`src/rtl/csel_adder_pipe.sv`:
```
// Pipelined carry-select adder with a valid/ready stream interface and an optional
// lower-part-OR approximation of the low APX_BITS bits, selected per transaction.

module csel_seg #(
  parameter int SEG = 16,
  parameter int BLK = 4
) (
  input  logic [SEG-1:0] i_x,
  input  logic [SEG-1:0] i_y,
  input  logic           i_c,
  output logic [SEG-1:0] o_s,
  output logic           o_c
);
  localparam int NBLK = SEG / BLK;

  logic [NBLK:0] w_c;

  assign w_c[0] = i_c;

  generate
    for (genvar gi = 0; gi < NBLK; gi++) begin : g_blk
      if (gi == 0) begin : g_ripple
        assign {w_c[1], o_s[BLK-1:0]} = {1'b0, i_x[BLK-1:0]} + {1'b0, i_y[BLK-1:0]}
                                        + {{BLK{1'b0}}, w_c[0]};
      end else begin : g_select
        logic [BLK:0] w_r0;
        logic [BLK:0] w_r1;
        // Both carry hypotheses are ready before the incoming carry settles.
        assign w_r0 = {1'b0, i_x[gi*BLK +: BLK]} + {1'b0, i_y[gi*BLK +: BLK]};
        assign w_r1 = {1'b0, i_x[gi*BLK +: BLK]} + {1'b0, i_y[gi*BLK +: BLK]}
                      + {{BLK{1'b0}}, 1'b1};
        assign {w_c[gi+1], o_s[gi*BLK +: BLK]} = w_c[gi] ? w_r1 : w_r0;
      end
    end
  endgenerate

  assign o_c = w_c[NBLK];
endmodule

module csel_adder_pipe #(
  parameter int WIDTH    = 32,
  parameter int BLK      = 4,
  parameter int STAGES   = 2,
  parameter int APX_BITS = 8
) (
  input  logic             i_clk,
  input  logic             i_rst_n,
  input  logic             i_in_valid,
  output logic             o_in_ready,
  input  logic [WIDTH-1:0] i_a,
  input  logic [WIDTH-1:0] i_b,
  input  logic             i_ci,
  input  logic             i_apx_en,
  output logic             o_out_valid,
  input  logic             i_out_ready,
  output logic [WIDTH-1:0] o_s,
  output logic             o_co
);
  localparam int SEG = WIDTH / STAGES;
  localparam logic [WIDTH-1:0] ONES = '1;
  localparam logic APX_ON = (APX_BITS > 0);
  // Bits replaced by a|b in approximate mode.
  localparam logic [WIDTH-1:0] OR_MASK = (APX_BITS == 0) ? '0 : (ONES >> (WIDTH - APX_BITS));
  // Operand bits zeroed in approximate mode so that only bit APX_BITS-1 generates a carry.
  localparam logic [WIDTH-1:0] ZERO_MASK = (APX_BITS <= 1) ? '0 : (ONES >> (WIDTH - APX_BITS + 1));

  logic [WIDTH-1:0] r_a   [STAGES];
  logic [WIDTH-1:0] r_b   [STAGES];
  logic [WIDTH-1:0] r_sum [STAGES];
  logic [STAGES-1:0] r_c;
  logic [STAGES-1:0] r_apx;
  logic [STAGES-1:0] r_vld;

  logic [WIDTH-1:0] w_a_in   [STAGES];
  logic [WIDTH-1:0] w_b_in   [STAGES];
  logic [WIDTH-1:0] w_sum_in [STAGES];
  logic [STAGES-1:0] w_c_in;
  logic [STAGES-1:0] w_apx_in;
  logic [STAGES-1:0] w_vld_in;

  logic [WIDTH-1:0] w_a_nx   [STAGES];
  logic [WIDTH-1:0] w_b_nx   [STAGES];
  logic [WIDTH-1:0] w_sum_nx [STAGES];
  logic [STAGES-1:0] w_c_nx;

  logic w_en;

  assign w_en       = i_out_ready | ~r_vld[STAGES-1];
  assign o_in_ready = w_en;

  generate
    for (genvar gi = 0; gi < STAGES; gi++) begin : g_stage
      localparam int BASE = gi * SEG;
      localparam logic [WIDTH-1:0] KEEP = (gi == STAGES - 1) ? '0 : (ONES << ((gi + 1) * SEG));

      logic [SEG-1:0]   w_x;
      logic [SEG-1:0]   w_y;
      logic [SEG-1:0]   w_xa;
      logic [SEG-1:0]   w_ya;
      logic [SEG-1:0]   w_raw;
      logic [SEG-1:0]   w_seg;
      logic [WIDTH-1:0] w_seg_full;
      logic             w_co;

      if (gi == 0) begin : g_first
        assign w_a_in[gi]   = i_a;
        assign w_b_in[gi]   = i_b;
        assign w_sum_in[gi] = '0;
        assign w_c_in[gi]   = i_ci & ~(i_apx_en & APX_ON);
        assign w_apx_in[gi] = i_apx_en;
        assign w_vld_in[gi] = i_in_valid;
      end else begin : g_next
        assign w_a_in[gi]   = r_a[gi-1];
        assign w_b_in[gi]   = r_b[gi-1];
        assign w_sum_in[gi] = r_sum[gi-1];
        assign w_c_in[gi]   = r_c[gi-1];
        assign w_apx_in[gi] = r_apx[gi-1];
        assign w_vld_in[gi] = r_vld[gi-1];
      end

      assign w_x  = w_a_in[gi][BASE +: SEG];
      assign w_y  = w_b_in[gi][BASE +: SEG];
      assign w_xa = w_apx_in[gi] ? (w_x & ~ZERO_MASK[BASE +: SEG]) : w_x;
      assign w_ya = w_apx_in[gi] ? (w_y & ~ZERO_MASK[BASE +: SEG]) : w_y;

      csel_seg #(
        .SEG (SEG),
        .BLK (BLK)
      ) u_seg (
        .i_x (w_xa),
        .i_y (w_ya),
        .i_c (w_c_in[gi]),
        .o_s (w_raw),
        .o_c (w_co)
      );

      assign w_seg = w_apx_in[gi]
                   ? ((w_raw & ~OR_MASK[BASE +: SEG]) | ((w_x | w_y) & OR_MASK[BASE +: SEG]))
                   : w_raw;
      assign w_seg_full   = WIDTH'(w_seg) << BASE;
      assign w_sum_nx[gi] = w_sum_in[gi] | w_seg_full;
      assign w_a_nx[gi]   = w_a_in[gi] & KEEP;
      assign w_b_nx[gi]   = w_b_in[gi] & KEEP;
      assign w_c_nx[gi]   = w_co;
    end
  endgenerate

  // Data registers load only behind a valid predecessor, so bubble operands never propagate.
  always_ff @(posedge i_clk or negedge i_rst_n) begin
    if (!i_rst_n) begin
      for (int k = 0; k < STAGES; k++) begin
        r_a[k]   <= '0;
        r_b[k]   <= '0;
        r_sum[k] <= '0;
      end
      r_c   <= '0;
      r_apx <= '0;
      r_vld <= '0;
    end else if (w_en) begin
      for (int k = 0; k < STAGES; k++) begin
        r_vld[k] <= w_vld_in[k];
        if (w_vld_in[k]) begin
          r_a[k]   <= w_a_nx[k];
          r_b[k]   <= w_b_nx[k];
          r_sum[k] <= w_sum_nx[k];
          r_c[k]   <= w_c_nx[k];
          r_apx[k] <= w_apx_in[k];
        end
      end
    end
  end

  assign o_out_valid = r_vld[STAGES-1];
  assign o_s         = r_sum[STAGES-1];
  assign o_co        = r_c[STAGES-1];
endmodule

```
`config.mk`:
```
export PLATFORM = sky130hd
export DESIGN_NAME = csel_adder_pipe
export DESIGN_NICKNAME = d
export VERILOG_FILES = /design/src/rtl/csel_adder_pipe.sv
export SDC_FILE = /design/constraint.sdc
export NUM_CORES = 1
export LEC_CHECK = 0
export BUFFER_PORTS_ARGS = -buffer_cell sky130_fd_sc_hd__buf_2
export CAP_MARGIN = 30
export CORE_MARGIN = 2
export CORE_UTILIZATION = 56
export CTS_CLUSTER_SIZE = 10
export DETAILED_ROUTE_END_ITERATION = 10
export GPL_ROUTABILITY_DRIVEN = 0
export PLACE_DENSITY = 0.87
export SLEW_MARGIN = 15
export SYNTH_ARGS = -nofsm -noshare
export SYNTH_HDL_FRONTEND = slang
export SYNTH_SLANG_ARGS = --single-unit
```
`constraint.sdc`:
```
create_clock -name i_clk -period 3.48 [get_ports i_clk]
set_clock_uncertainty 0.15 [all_clocks]
set_input_delay 0.696 -clock i_clk [delete_from_list [all_inputs] [get_ports i_clk]]
set_output_delay 0.696 -clock i_clk [all_outputs]
set_load 0.02 [all_outputs]
```
==> tab_implementation.tex <==
\begin{tabular}{lr}
\hline
Metric & Value \\
\hline
\multicolumn{2}{l}{\textbf{Clock tree}} \\
\quad CTS Hold Bufs & 0 \\
\quad Max Buffers Root-to-Sink & 2 \\
\quad Root Buffer Master & sky130\_fd\_sc\_hd\_\_clkbuf\_8 \\
\quad Sink count of the clock tree & 84 \\
\quad Number of buffers created by CTS & 9 \\
\quad Clock-pin slew of the registers on the worst-case setup and hold paths & 90 ps \\
\quad Clock tree from TritonCTS & built \\
\quad Post-CTS setup repair buffer count & 0 \\
\quad Clock latency on the worst-skew pair & 340 ps \\
\quad Depth of the CTS H-tree & 3 \\
\quad Number of gates given a new drive strength after cts & 0 \\
\multicolumn{2}{l}{\textbf{Worst setup path}} \\
\quad Crit path largest cell delay & 580 ps \\
\quad Type of the setup path with the least slack & in -> reg \\
\quad Worst Setup End Kind & register \\
\quad Slowest cell on the critical path & sky130\_fd\_sc\_hd\_\_fa\_1 \\
\quad Type of element launching the critical path & input pin \\
\quad Largest driver fanout on the critical path & 10 \\
\quad Delay-heaviest family, CP & simple AND/OR/NAND/NOR gates \\
\quad Worst Path Arrival & 3350 ps \\
\quad Endpoint required time on the critical path & 3590 ps \\
\quad Count of buffering cells on the critical path with inverters included & 2 \\
\quad Worst path cell trace & buf\_2 -> buf\_4 -> nor2b\_1 -> fa\_1 -> ha\_1 -> nand2\_1 -> nor4\_2 -> mux2i\_1 -> xnor2\_2 -> or4\_1 -> o211ai\_1 \\
\multicolumn{2}{l}{\textbf{Yosys}} \\
\quad Number of flip-flops and latches in the synthesized netlist & 84 \\
\quad Cell area after synthesis & 5190 sq um \\
\quad Count of cell types in the netlist & 42 \\
\quad Prevailing post-synth register cell & sky130\_fd\_sc\_hd\_\_dfrtp\_1 \\
\quad Fraction of the yosys area taken by sequential cells & 0.405 \\
\quad Number of enable-type register cells in the synthesized netlist & 0 \\
\quad Ys async rst share & 1.00 \\
\quad Nets in the synthesized netlist & 720 \\
\quad Count of synthesis-stage warnings from yosys & 0 \\
\quad Syn\_area\_per\_cell & 8.60 sq um \\
\quad Cells after synthesis & 603 \\
\multicolumn{2}{l}{\textbf{Die}} \\
\quad Effective utilization at floorplan & 0.570 \\
\quad Overall die area & 10100 sq um \\
\quad FP Rows & 35 \\
\quad Core region area & 9110 sq um \\
\quad Chip width & 100 um \\
\quad I/O pin cnt & 105 \\
\quad Y dimension of the die & 100 um \\
\multicolumn{2}{l}{\textbf{Timing}} \\
\quad Number of max-slew violations in the final report & 0 \\
\quad Max-slew headroom at the worst pin & 0.598 \\
\quad Unrepaired setup endpoints after global routing & false \\
\quad Sum of negative setup slack & 0 ps \\
\quad Part of the cycle the worst path needs & 0.932 \\
\quad Hold slack & 165 ps \\
\quad Final worst slack & 236 ps \\
\quad Endpoints failing hold & 0 \\
\quad Peak clock frequency supported by timing & 0.308 GHz \\
\quad Transition time of the tightest slew-check pin & 603 ps \\
\quad Final critical delay including setup and external delays & 3240 ps \\
\quad Number of setup violations in the final report & 0 \\
\multicolumn{2}{l}{\textbf{Placed design}} \\
\quad Number of cells after detailed placement & 779 \\
\quad Worst slack at placement & -89.0 ps \\
\quad Buffers added on ports & 104 \\
\quad Dpl hpwl & 8400 um \\
\multicolumn{2}{l}{\textbf{Layout}} \\
\quad Ratio of cells with drive above 1 in the final layout & 0.215 \\
\quad Number of standard cells in the final layout excluding fillers & 796 \\
\quad Most used cells in the layout excluding fill and tap cells & sky130\_fd\_sc\_hd\_\_nand2\_1 (181), sky130\_fd\_sc\_hd\_\_buf\_2 (103), sky130\_fd\_sc\_hd\_\_dfrtp\_1 (84) \\
\quad FF+latch area & 2100 sq um \\
\quad Post-layout net count & 796 \\
\quad Multi-input gate area in the final layout & 2650 sq um \\
\quad Layout overhead on the synthesized area & 13.3\% \\
\quad Most common library cell in the layout ignoring fill and taps & sky130\_fd\_sc\_hd\_\_nand2\_1 \\
\quad Filler instances & 759 \\
\multicolumn{2}{l}{\textbf{Power and ir drop}} \\
\quad Lkg Pwr & 3.11 nW \\
\quad Worst voltage drop across the vdd grid & 278 uV \\
\quad Overall Power & 0.00341 W \\
\quad Pwr per Cell Area & 580 nW/um\^{}2 \\
\multicolumn{2}{l}{\textbf{Drt}} \\
\quad Total number of vias & 4185 \\
\quad Average via count per standard cell & 5.26 \\
\quad Count of antenna-violating nets left after detailed routing & 0 \\
\quad DRC violation count after routing & 0 \\
\quad Detailed-route wire length per cell & 13.5 um \\
\quad First DRT Iteration DRCs & 140 \\
\quad First-pass detailed-route iteration total & 4 \\
\quad Detailed-route wire length & 10800 um \\
\multicolumn{2}{l}{\textbf{GRT}} \\
\quad First-pass GRT wire length & 18300 um \\
\quad Largest net degree at the start of global routing & 48 \\
\quad Remaining global-route overflow & 0 \\
\quad Antenna violations before repair & 2 \\
\quad Via count of the first global-routing pass & 4216 \\
\quad All-layer global routing usage & 0.226 \\
\multicolumn{2}{l}{\textbf{Outcome}} \\
\quad Result of the run & complete, no violations \\
\multicolumn{2}{l}{\textbf{Hold path}} \\
\quad Hold/Removal Path Class & in -> async \\
\multicolumn{2}{l}{\textbf{Flow run}} \\
\quad Max\_cap viols & 0 \\
\hline
\end{tabular}
[kinds of logic after synthesis]
kind of cell	synth area share
AND/OR/NAND/NOR	0.225
AO/OA/AOI/OAI	0.0960
buffers and inverters	0.0883
flip-flops	0.405
adder cells (fa/ha/maj)	0.128
XOR/XNOR	0.0521
multiplexers	0.00603
[synth_stat cells, drive strengths merged (3+ instances only)]
library cell | n | share of area
clkbuf | 21 | 0.015
o211ai | 4 | 0.0058
nand4 | 5 | 0.0060
nand3 | 10 | 0.0096
and3 | 5 | 0.0072
a21oi | 20 | 0.019
dfrtp | 84 | 0.41
xnor2 | 20 | 0.035
and2 | 3 | 0.0036
nand2 | 182 | 0.13
xor2 | 10 | 0.017
buf | 34 | 0.049
o21ai | 48 | 0.046
a31oi | 3 | 0.0036
or3 | 5 | 0.0060
fa | 10 | 0.039
nand2b | 5 | 0.0060
inv | 33 | 0.024
a21o | 11 | 0.016
nor2b | 18 | 0.022
ha | 37 | 0.089
nor2 | 17 | 0.012
[worst paths after layout]
kind	start	end	slack [ps]	depth (start not counted)
max in group asynchronous	i_rst_n	o_s[29]	2410	2
max	i_apx_en	r_c[0]	240	11
min in group i_clk	r_sum[35]	o_s[3]	320	2
min reg2reg	r_sum[35]	o_s[3]	320	2
max reg2reg	g_stage[1].w_y[4]	o_s[31]	400	11
min	i_rst_n	g_stage[1].w_x[2]	160	1
[metal layers]
layer	track usage	wire, um	vias to the layer above
met5	0	0	-
met4	0.100	335	0
met3	0.0306	508	27
met2	0.397	5530	121
met1	0.278	4400	1959
li1	-	-	2078
[layout make-up]
class                           instances  area share
Multi-Input combinational cell        431       0.451
Tap cell                              111      0.0236
Clock buffer                           10      0.0217
Antenna cell                            2    0.000852
Clock inverter                          5     0.00915
Inverter                               33      0.0211
Timing Repair Buffer                  120       0.115
Sequential cell                        84       0.358
[flip-flops by register name (all words and copies together), names as in the netlist]
name and count:
r_sum 16, r_vld 2, g_stage.w_x 16, g_stage.w_y 16, o_s 32, r_c 2
[per-stage QoR]
| step | instance area [sq um] | util |
|---|---|---|
| final | 5880 | 0.645 |
| after global routing | 5880 | 0.645 |
| after CTS | 5870 | 0.645 |
| after detailed placement | 5690 | 0.625 |
| after global placement | 5660 | 0.622 |
| after floorplan | 5210 | - |
[worst register-to-register path, cell delays in order, from the launching register on]
cell and delay, ps:
sky130_fd_sc_hd__dfrtp_1 390, sky130_fd_sc_hd__ha_1 210, sky130_fd_sc_hd__inv_1 80, sky130_fd_sc_hd__fa_1 440
sky130_fd_sc_hd__inv_1 100, sky130_fd_sc_hd__ha_1 180, sky130_fd_sc_hd__nand2_1 90, sky130_fd_sc_hd__nor4b_4 270
sky130_fd_sc_hd__xnor2_2 170, sky130_fd_sc_hd__a21oi_1 200, sky130_fd_sc_hd__or4_1 550, sky130_fd_sc_hd__a31oi_1 170
[where the power goes]
group | total [W] | internal [W] | switching [W]
combinational | 0.00135 | 0.000522 | 0.000832
clock | 0.000667 | 0.000326 | 0.000341
sequential | 0.00139 | 0.00124 | 0.000147
total | 0.00341 | 0.00209 | 0.00132
No activity file was read; power rests on OpenSTA's default activity.
